File: src/rtl/mem_port_arbiter.sv
// Two-port round-robin arbiter in front of a single-port data memory.
// Runs one fixed-latency transaction at a time: ISSUE, WAIT for LAT cycles, then RESP.
module mem_port_arbiter #(
  parameter int ADDR_W = 10,
  parameter int DATA_W = 32,
  parameter int LAT    = 1
) (
  input  logic              clk,
  input  logic              rst,
  input  logic              req0,
  input  logic              req1,
  input  logic              we0,
  input  logic              we1,
  input  logic [ADDR_W-1:0] addr0,
  input  logic [ADDR_W-1:0] addr1,
  input  logic [DATA_W-1:0] wdata0,
  input  logic [DATA_W-1:0] wdata1,
  output logic              gnt0,
  output logic              gnt1,
  output logic              done0,
  output logic              done1,
  output logic [DATA_W-1:0] rdata0,
  output logic [DATA_W-1:0] rdata1,
  output logic              busy,
  output logic              mem_en,
  output logic              mem_we,
  output logic [ADDR_W-1:0] mem_addr,
  output logic [DATA_W-1:0] mem_wdata,
  input  logic [DATA_W-1:0] mem_rdata
);

  typedef enum logic [1:0] {IDLE, ISSUE, WAIT, RESP} state_t;

  localparam logic [3:0] LAT_CNT = 4'(LAT);

  state_t             state_reg, state_next;
  logic               last_grant_reg;
  logic               id_reg;
  logic               we_reg;
  logic [ADDR_W-1:0]  addr_reg;
  logic [DATA_W-1:0]  wdata_reg;
  logic [3:0]         cnt_reg;
  logic [DATA_W-1:0]  rdata0_reg, rdata1_reg;
  logic               pick;

  // On a tie the port that did not win last time goes; a lone requester always wins.
  assign pick = (req0 && req1) ? ~last_grant_reg : req1;

  always_comb begin
    state_next = state_reg;
    gnt0       = 1'b0;
    gnt1       = 1'b0;
    done0      = 1'b0;
    done1      = 1'b0;
    mem_en     = 1'b0;
    mem_we     = 1'b0;
    case (state_reg)
      IDLE:  if (req0 || req1) state_next = ISSUE;
      ISSUE: begin
        mem_en     = 1'b1;
        mem_we     = we_reg;
        gnt0       = ~id_reg;
        gnt1       = id_reg;
        state_next = WAIT;
      end
      WAIT:  if (cnt_reg == 4'd1) state_next = RESP;
      RESP: begin
        done0      = ~id_reg;
        done1      = id_reg;
        state_next = IDLE;
      end
      default: state_next = IDLE;
    endcase
  end

  assign busy      = (state_reg != IDLE);
  assign mem_addr  = addr_reg;
  assign mem_wdata = wdata_reg;
  assign rdata0    = rdata0_reg;
  assign rdata1    = rdata1_reg;

  always_ff @(posedge clk) begin
    if (rst) begin
      state_reg      <= IDLE;
      last_grant_reg <= 1'b1;
      id_reg         <= 1'b0;
      we_reg         <= 1'b0;
      addr_reg       <= '0;
      wdata_reg      <= '0;
      cnt_reg        <= '0;
      rdata0_reg     <= '0;
      rdata1_reg     <= '0;
    end else begin
      state_reg <= state_next;
      case (state_reg)
        IDLE: begin
          if (req0 || req1) begin
            id_reg         <= pick;
            last_grant_reg <= pick;
            we_reg         <= pick ? we1 : we0;
            addr_reg       <= pick ? addr1 : addr0;
            wdata_reg      <= pick ? wdata1 : wdata0;
          end
        end
        ISSUE: cnt_reg <= LAT_CNT;
        WAIT: begin
          cnt_reg <= cnt_reg - 4'd1;
          // Counter at 1 marks the cycle mem_rdata is valid.
          if (cnt_reg == 4'd1 && !we_reg) begin
            if (id_reg) rdata1_reg <= mem_rdata;
            else        rdata0_reg <= mem_rdata;
          end
        end
        default: ;
      endcase
    end
  end

endmodule

File: config.mk
export PLATFORM = sky130hd
export DESIGN_NAME = mem_port_arbiter
export DESIGN_NICKNAME = d
export VERILOG_FILES = /design/src/rtl/mem_port_arbiter.sv
export SDC_FILE = /design/constraint.sdc
export NUM_CORES = 1
export LEC_CHECK = 0
export CAP_MARGIN = 20
export CORE_MARGIN = 2
export CORE_UTILIZATION = 40
export CTS_CLUSTER_DIAMETER = 200
export CTS_CLUSTER_SIZE = 40
export DETAILED_ROUTE_END_ITERATION = 8
export PLACE_DENSITY = 0.79
export SLEW_MARGIN = 10
export SYNTH_ARGS = -nofsm -noshare
export SYNTH_HDL_FRONTEND = slang
export SYNTH_SLANG_ARGS = --single-unit
File: constraint.sdc
create_clock -name clk -period 3.21 [get_ports clk]
set_clock_uncertainty 0.2 [all_clocks]
set_input_delay 0.642 -clock clk [delete_from_list [all_inputs] [get_ports clk]]
set_output_delay 0.642 -clock clk [all_outputs]
set_load 0.02 [all_outputs]
======== Yosys cells after proc, flatten, opt, wreduce, memory -nomap -nowiden ========
Cells that the tools add are included.
operators by class
  add/sub/neg operators ................... 1
  multiply operators ...................... 0
  divide/modulo/power cells ............... 0
  $lt $le $gt $ge ......................... 0
  equal/unequal tests ..................... 6
  shift operators ......................... 0
  mux-type cells .......................... 14
  bitwise operators ....................... 2
  reductions and logical operators ........ 11
operator list
  operator               number
  $mux W32               1
  $mux W10               1
  $mux W1                8
  $pmux W2 S4            1
  $pmux W4 S2            1
  $reduce_and A3 Y1      2
  $eq A2 B2 Y1 const B   2
  $eq A4 B1 Y1 const B   1
  $mux W2                2
  $ne A2 B2 Y1 const B   2
  $reduce_and A2 Y1      2
  $reduce_bool A2 Y1     2
  $sub A4 B1 Y4 const B  1
  $eq A2 B1 Y1 const B   1
  $logic_and A1 B1 Y1    2
  $logic_not A2 Y1       1
  $not A1 Y1             2
  $logic_not A1 Y1       1
  $logic_or A1 B1 Y1     1
word-level totals
  register bits after elaboration ......... 115
  latch bits .............................. 0
  RAM bits ................................ 0
  bits in read-only memories .............. 0
  input port bits ......................... 122
  output and inout port bits .............. 113
  logic and storage cells ................. 43
  memories ................................ 0

======== Longest topological paths before layout ========
Gate-level depths: netlist of the first run.
  depth after elaboration ................. 3
  gate-level depth with buffers ........... 8
  gate-level depth less buffers ........... 5

======== Worst setup path before layout of the first run ========
No wires, ideal clock.
  kind .................................... register to output
  from .................................... register state_reg[1]
  to ...................................... output port gnt0
  arrival ................................. 1.072 ns
  data required time ...................... 2.368 ns
  path slack .............................. 1.296 ns
  cell stages (with the launch flop) ...... 4
  path buffers ............................ 0
  cells stage by stage .................... dfxtp_1 > inv_1 > ha_1 > nor2b_1
on the way
  word-level cells in the longest chain between the ends .. 2
ends and longest elaborated chain
  item                      RTL line  RTL
  start: declaration        36        state_t state_reg, state_next;
  start signal: assignment  94        state_reg <= state_next;
  $eq A2 B1 Y1              57        case (state_reg)
  $mux W1                   57
  end: declaration          18        output logic gnt0,
No other way between the ends.

======== Worst setup path in the final report of the first run ========
  from .................................... register state_reg[0]
  to ...................................... output port busy
on the way
  word-level cells in the longest chain between the ends .. 1
ends and longest elaborated chain
  item                RTL line  RTL
  $reduce_bool A2 Y1  76        assign busy = (state_reg != IDLE);
  end: declaration    24        output logic busy,
No other way between the ends.

==> results of run 1 <==
-- routing by layer --
| metal | vias up | track usage [%] |
|---|---|---|
| li1 | 2163 | - |
| met4 | 0 | 4.88 |
| met5 | - | 0 |
| met3 | 12 | 7.97 |
| met2 | 168 | 35.7 |
| met1 | 1986 | 22.8 |
-- Yosys cell counts (5+ instances only) --
cell / count
dfxtp_1: 115
mux2i_1: 107
nand2_1: 95
a211oi_1: 44
nor2_1: 44
clkbuf_1: 16
buf_1: 8
ha_1: 7
inv_1: 7
buf_2: 6
a21oi_1: 5
-- final cells by class --
class	count	area [um^2]	share of cell area (%)
clock buffers	18	439	5.58
clock inverters	14	178	2.26
multi-input cells	334	2300	29.2
repair buffers	242	2450	31.1
inverters	7	26.3	0.334
flip-flops and latches	115	2300	29.2
well taps	147	184	2.34
-- metrics by stage --
stage | cell area (um^2) | total power, mW | hold slack [ns]
2_1_floorplan | 4840 | 2.90 | 0.265
3_3_place_gp | 7240 | 3.65 | 0.242
3_5_place_dp | 7240 | 3.71 | 0.249
4_1_cts | 7850 | 5.66 | 0.260
5_1_grt | 7870 | 5.90 | 0.274
6_report | 7870 | 5.61 | 0.258
-- power by group --
group	switching, mW	internal [mW]
sequential	0.151	1.67
combinational	0.974	0.883
clock	0.681	1.25
total	1.81	3.80
-- critical path, stage by stage, from the launching register on --
cell and delay [ns]:
dfxtp_1 0.36, inv_1 0.10, ha_1 0.28, inv_1 0.07, clkdlybuf4s50_1 0.61
-- path summary, 6_finish.rpt --
kind	startpoint	end	slack [ns]	cells past startpoint
setup reg to reg	state_reg[0]$_SDFFE_PP0P_	rdata1[17]$_SDFFE_PP0P_	0.84	6
hold reg to reg	rdata0[19]$_SDFFE_PP0P_	rdata0[19]$_SDFFE_PP0P_	0.26	2
setup / recovery	state_reg[0]$_SDFFE_PP0P_	busy	0.55	4
hold / removal	rdata0[19]$_SDFFE_PP0P_	rdata0[19]$_SDFFE_PP0P_	0.26	2
-- logic make-up (layout without fill, tap and decap cells) --
group | after synthesis | in the layout | share of synthesized area [%]
DFF | 115 | 115 | 47.6
AOI/OAI and AO/OA | 59 | 59 | 8.82
buffers and inverters | 46 | 281 | 5.35
and+or+nand+nor | 161 | 161 | 14.3
adders and majority gates | 7 | 7 | 1.81
muxes | 107 | 107 | 22.1
==> results.sh, run 1 <==
export IMPL_synth_seq_cells=115
export IMPL_vias=4329
export IMPL_die_y_um=114
export IMPL_hp_class="reg2reg"
export IMPL_dp_slack_ns=0.656
export IMPL_yosys_area_top_type_share_pct=47.6
export IMPL_fmax_mhz=376
export IMPL_tritoncts="built"
export IMPL_final_nets=846
export IMPL_cts_sink_count=115
export IMPL_final_period_utilization_pct=82.9
export IMPL_yosys_warnings=0
export IMPL_diodes=0
export IMPL_dr_max_layer_used="met4"
export IMPL_rsz0062_at_grt="no"
export IMPL_power_density_nw_per_um2=712
export IMPL_clock_latency_ns=0.40
export IMPL_synth_seq_area_share_pct=47.6
export IMPL_cp_end_kind="primary output"
export IMPL_gp_congestion=0.763
export IMPL_htree_levels=4
export IMPL_final_setup_tns_ns=0
export IMPL_post_cts_setup_buffer_count=0
export IMPL_finalHoldViolations=0
export IMPL_gr_total_overflow=0
export IMPL_setup_viol=0
export IMPL_status="finished, final reports clean"
export IMPL_die_area_um2=13000
export IMPL_ir_drop_mv=0.456
export IMPL_postSynthAreaPerCell_um2=9.78
export IMPL_grt_total_usage_pct=20.2
export IMPL_routed_wl_met3_um=1310
export IMPL_synth_ff_type="dfxtp_1"
export IMPL_max_cap_violations=0
export IMPL_fillers=936
export IMPL_wl_per_cell_um=15.2
export IMPL_start_util_pct=40.6
export IMPL_syn2layout_area_growth_pct=62.7
export IMPL_synth_nets=624
export IMPL_dr_pass1_iters=4
export IMPL_final_cell_count_no_fill=877
export IMPL_timing_final_ws_setup_ns=0.549
export IMPL_cts_buffers=17
export IMPL_final_common_cell="clkdlybuf4s50_1"
export IMPL_report_final_slew_viol_count=0
export IMPL_dpl_cell_count=844
export IMPL_viasPerCell=4.94
export IMPL_drive_gt1_share_pct=6.99
export IMPL_grt_max_degree=63
export IMPL_crit_fanout=6
export IMPL_root_buffer="clkbuf_16"
export IMPL_holdBufCountCts=0
export IMPL_synthArstFlopShare_pct=0
export IMPL_dr_wl_met2_um=6530
export IMPL_std_cell_rows=40
export IMPL_grt_first_pass_wirelength_um=20900
export IMPL_ant_nets=0
export IMPL_io_buffers=234
export IMPL_path_class="reg2out"
export IMPL_cts_max_path_buffers=2
export IMPL_period_needed_ns=2.66
export IMPL_io_pins=235
export IMPL_synth_top_area_cell="dfxtp_1"
export IMPL_synth_cell_types=35
export IMPL_ys_top_cells_by_area="dfxtp_1 (48%), mux2i_1 (22%), nand2_1 (7.4%)"
export IMPL_arrival_ns=1.82
export IMPL_crit_required_ns=2.37
export IMPL_synth_edff_count=0
export IMPL_power_leakage_nw=3.13
export IMPL_hpwl_um=9800
export IMPL_die_w_um=114
export IMPL_drt_iter0_drc=201
export IMPL_wl_met1_um=5410
export IMPL_maxSlewHeadroom_pct=61.9
export IMPL_critPathLaunchType="flip-flop"
export IMPL_grt_pass1_vias=4349
export IMPL_drc=0
export IMPL_final_core_util_pct=66.1
export IMPL_drt_total_wl_um=13300
export IMPL_syn_inst=495
export IMPL_netlist_area_um2=4840
export IMPL_final_cell_mix="clkdlybuf4s50_1 (233), dfxtp_1 (115), mux2i_1 (107)"
export IMPL_worst_slew_pin_slew_ns=0.572
export IMPL_post_cts_resized=0
export IMPL_path_clk_slew_ns=0.05
export IMPL_core_region_area_um2=11900
export IMPL_antenna_found_initial=0
Note: power is estimated with default switching activity, not from simulation.
==> inputs of run 2 (changes only) <==
Settings changed: CORE_UTILIZATION 40 to 37, PLACE_DENSITY 0.79 to 0.77.
Clock period 3.21 ns to 2.2 ns, I/O delays scaled along.
==> results.sh, run 2 (synthesis gave the netlist of run 1 again) <==
export IMPL_gp_congestion=0.778
export IMPL_root_buffer="clkbuf_16"
export IMPL_cpPeakStageDelay_ns=0.64
export IMPL_critical_path_cell_count=1
export IMPL_syn2layout_area_growth_pct=65.0
export IMPL_die_area_um2=14000
export IMPL_drt_iter0_drc=165
export IMPL_path_clk_slew_ns=0.06
export IMPL_final_period_utilization_pct=93.4
export IMPL_critPathLaunchType="flip-flop"
export IMPL_stdcell_area_um2=7980
export IMPL_die_y_um=118
export IMPL_swShare_pct=31.6
export IMPL_total_power_mw=8.43
export IMPL_fmax_mhz=487
export IMPL_worst_slew_pin_slew_ns=0.439
export IMPL_max_cap_violations=0
export IMPL_hpwl_um=9990
export IMPL_viasPerCell=4.82
export IMPL_start_util_pct=38.2
export IMPL_drive_gt1_share_pct=8.30
export IMPL_grt_total_usage_pct=19.2
export IMPL_crit_required_ns=1.56
export IMPL_die_w_um=118
export IMPL_power_leakage_nw=3.20
export IMPL_vias=4374
export IMPL_final_common_cell="clkdlybuf4s50_1"
export IMPL_holdPathStages=2
export IMPL_arrival_ns=1.41
export IMPL_crit_fanout=2
export IMPL_cts_max_path_buffers=2
export IMPL_htree_levels=4
export IMPL_rsz0062_at_grt="no"
export IMPL_drc=0
export IMPL_finalHoldViolations=0
export IMPL_period_needed_ns=2.05
export IMPL_grt_first_pass_wirelength_um=21600
export IMPL_internal_power_mw=5.77
export IMPL_antenna_found_initial=0
export IMPL_ant_nets=0
export IMPL_clock_latency_ns=0.40
export IMPL_critPathBufInv=1
export IMPL_place_area_um2=7350
export IMPL_core_region_area_um2=12700
export IMPL_path_class="reg2out"
export IMPL_crit_family="buffers and inverters"
export IMPL_setup_viol=0
export IMPL_dr_pass1_iters=6
export IMPL_cp_end_kind="primary output"
export IMPL_post_cts_setup_buffer_count=0
export IMPL_grt_pass1_vias=4493
export IMPL_p_sw_mw=2.66
export IMPL_hp_class="reg2reg"
export IMPL_ir_drop_mv=0.506
export IMPL_p_comb_share_pct=32.5
export IMPL_final_cell_mix="clkdlybuf4s50_1 (226), dfxtp_1 (114), mux2i_1 (107)"
export IMPL_io_buffers=234
export IMPL_final_core_util_pct=63.0
export IMPL_diodes=0
export IMPL_fillers=1042
export IMPL_final_nets=851
export IMPL_power_density_nw_per_um2=1060
export IMPL_clkPwrFrac_pct=35.9
export IMPL_drt_total_wl_um=13400
export IMPL_cts_buffers=17
export IMPL_holdBufCountCts=0
export IMPL_gr_total_overflow=0
export IMPL_p_seq_share_pct=31.6
export IMPL_whs_ns=0.256
export IMPL_io_pins=235
export IMPL_report_final_slew_viol_count=0
export IMPL_std_cell_rows=41
export IMPL_r2r_cells=6
export IMPL_cts_sink_count=115
export IMPL_tritoncts="built"
export IMPL_status="finished, final reports clean"
export IMPL_path_cells="clkdlybuf4s50_1"
export IMPL_cp_slowest_cell="clkdlybuf4s50_1"
export IMPL_grt_max_degree=48
export IMPL_wl_per_cell_um=14.8
export IMPL_maxSlewHeadroom_pct=70.7
[run 2: cell types whose count changed in the layout (fill, tap and decap cells not counted), moves of 2 or more]
cell             previous run  this run
clkdlybuf4s50_1           233       226
buf_12                      4         6
dlygate4sd2_1               0         3
buf_4                       4         7
clkbuf_2                    0         4
bufinv_16                   3         5
[run 2: final cells by class]
class	count	area (um^2)	area share (%)
Multi-Input combinational cell	334	2300	28.8
Clock inverter	15	230	2.88
Clock buffer	17	425	5.33
Timing Repair Buffer	247	2490	31.1
Tap cell	172	215	2.70
Sequential cell	115	2300	28.9
Inverter	7	26.3	0.329
[run 2: metrics by stage]
step                setup TNS [ns]  std cells  worst slack [ns]
floorplan                        0        495             0.299
global placement                 0        875            0.0592
detailed placement          -0.203        875           -0.0677
CTS                              0        907            0.0115
global route                     0        907            0.0615
finish                           0        907             0.146
[run 2: tightest hold or removal path: cells and delay by family, from the launching register on]
kind / cells / cell delay, ns
simple gates: 1 / 0.05
mux: 1 / 0.05
flops: 1 / 0.30
[run 2: worst paths after layout]
path         slack, ns                 startpoint                      end
max               0.15    rdata0[20]$_SDFFE_PP0P_               rdata0[20]
max reg2reg       0.15  state_reg[0]$_SDFFE_PP0P_  rdata1[16]$_SDFFE_PP0P_
min reg2reg       0.26    rdata1[15]$_SDFFE_PP0P_  rdata1[15]$_SDFFE_PP0P_
min               0.26    rdata1[15]$_SDFFE_PP0P_  rdata1[15]$_SDFFE_PP0P_
[run 2: power by group through the flow]
stage	Combinational [mW]	Clock (mW)	Sequential (mW)
detailed placement	2.79	0	2.70
global route	2.97	3.19	2.71
floorplan	1.21	0	3.02
finish	2.74	3.03	2.66
global placement	2.73	0	2.68
CTS	2.77	3.09	2.67
[run 2: what timing repair did]
item                                    CTS  global route
pin swaps                                 0             0
endpoints found under the setup margin    7             4
gates resized for setup                   8             8
[run 2: metal layers]
metal	track usage (%)	routed length [um]	part of all wire (%)
met1	21.0	5450	41
met2	33.0	6420	48
met3	8.06	1290	9.6
met4	7.29	285	2.1
met5	0	0	0
==> inputs of run 3 (changes only) <==
Settings changed: SKIP_CTS_REPAIR_TIMING from default to 1.
==> results.sh, run 3 (synthesis gave the netlist of run 1 again) <==
export IMPL_power_density_nw_per_um2=1050
export IMPL_crit_required_ns=1.56
export IMPL_internal_power_mw=5.80
export IMPL_status="finished, final reports clean"
export IMPL_vias=4371
export IMPL_drt_iter0_drc=141
export IMPL_cpPeakStageDelay_ns=0.64
export IMPL_path_clk_slew_ns=0.06
export IMPL_std_cell_rows=41
export IMPL_crit_family="buffers and inverters"
export IMPL_cts_sink_count=115
export IMPL_whs_ns=0.256
export IMPL_maxSlewHeadroom_pct=70.7
export IMPL_gp_congestion=0.778
export IMPL_root_buffer="clkbuf_16"
export IMPL_period_needed_ns=2.05
export IMPL_max_cap_violations=0
export IMPL_p_comb_share_pct=32.7
export IMPL_swShare_pct=31.5
export IMPL_antenna_found_initial=0
export IMPL_worst_slew_pin_slew_ns=0.439
export IMPL_p_seq_share_pct=31.5
export IMPL_ant_nets=0
export IMPL_finalHoldViolations=0
export IMPL_path_class="reg2out"
export IMPL_hpwl_um=9990
export IMPL_clkPwrFrac_pct=35.8
export IMPL_drive_gt1_share_pct=7.76
export IMPL_io_pins=235
export IMPL_power_leakage_nw=3.30
export IMPL_path_cells="clkdlybuf4s50_1"
export IMPL_ir_drop_mv=0.506
export IMPL_final_period_utilization_pct=93.4
export IMPL_grt_total_usage_pct=19.2
export IMPL_crit_fanout=2
export IMPL_final_nets=851
export IMPL_tritoncts="built"
export IMPL_core_region_area_um2=12700
export IMPL_drt_total_wl_um=13500
export IMPL_gr_total_overflow=0
export IMPL_critPathLaunchType="flip-flop"
export IMPL_cp_startpoint="rdata0[20]$_SDFFE_PP0P_"
export IMPL_p_sw_mw=2.66
export IMPL_cp_end_kind="primary output"
export IMPL_wl_per_cell_um=14.8
export IMPL_grt_max_degree=48
export IMPL_die_area_um2=14000
export IMPL_setup_viol=0
export IMPL_drc=0
export IMPL_place_area_um2=7350
export IMPL_die_y_um=118
export IMPL_fmax_mhz=487
export IMPL_cts_max_path_buffers=2
export IMPL_final_setup_tns_ns=0
export IMPL_final_common_cell="clkdlybuf4s50_1"
export IMPL_hp_class="reg2reg"
export IMPL_viasPerCell=4.82
export IMPL_dr_pass1_iters=4
export IMPL_arrival_ns=1.41
export IMPL_diodes=0
export IMPL_start_util_pct=38.2
export IMPL_report_final_slew_viol_count=0
export IMPL_io_buffers=234
export IMPL_hp_start="rdata1[15]$_SDFFE_PP0P_"
export IMPL_rsz0062_at_grt="no"
export IMPL_cp_slowest_cell="clkdlybuf4s50_1"
export IMPL_grt_first_pass_wirelength_um=21600
export IMPL_clock_latency_ns=0.40
export IMPL_syn2layout_area_growth_pct=65.8
export IMPL_critPathBufInv=1
export IMPL_stdcell_area_um2=8030
export IMPL_htree_levels=4
export IMPL_r2r_start="state_reg[0]$_SDFFE_PP0P_"
export IMPL_total_power_mw=8.46
export IMPL_cts_buffers=17
export IMPL_die_w_um=118
export IMPL_final_cell_mix="clkdlybuf4s50_1 (226), dfxtp_1 (114), mux2i_1 (107)"
export IMPL_grt_pass1_vias=4488
==> run 3: cell types whose count changed in the layout (fill, tap and decap cells not counted) <==
cell,before,now
clkbuf_2,4,0
dlymetal6s2s_1,0,7
dlygate4sd2_1,3,0
==> run 3: per-layer routing <==
layer  vias up  track usage (%)  wire length (um)
li1       2161                -                 -
met1      2006             21.0              5450
met2       181             32.9              6430
met3        23             8.06              1300
met4         0             7.29               285
met5         -                0                 0
==> run 3: final timing paths <==
kind	end	slack, ns	depth (start not counted)
worst max-delay path	rdata0[20]	0.15	1
worst min register to register	rdata1[15]$_SDFFE_PP0P_	0.26	2
worst max register to register	rdata1[16]$_SDFFE_PP0P_	0.15	6
worst min-delay path	rdata1[15]$_SDFFE_PP0P_	0.26	2
==> run 3: power groups by stage <==
stage,logic (mW),registers [mW],clock network [mW]
2_1_floorplan,1.21,3.02,0
3_3_place_gp,2.73,2.68,0
3_5_place_dp,2.79,2.70,0
4_1_cts,2.80,2.66,3.09
5_1_grt,3.00,2.71,3.19
6_report,2.77,2.66,3.03
==> run 3: metrics by stage <==
step | std cells | utilization, % | setup WS (ns)
floorplan | 495 | - | 0.299
finish | 907 | 63.3 | 0.145
detailed placement | 875 | 58.0 | -0.0677
CTS | 907 | 63.2 | -0.288
global route | 907 | 63.3 | 0.0421
global placement | 875 | 58.0 | 0.0592
==> run 3: cell type report <==
type / instances / area [um^2]
Tap cell: 172 / 215
Inverter: 7 / 26.3
Multi-Input combinational cell: 334 / 2300
Fill cell: 1038 / 4650
Clock inverter: 15 / 230
Sequential cell: 115 / 2300
Clock buffer: 17 / 425
Timing Repair Buffer: 247 / 2530
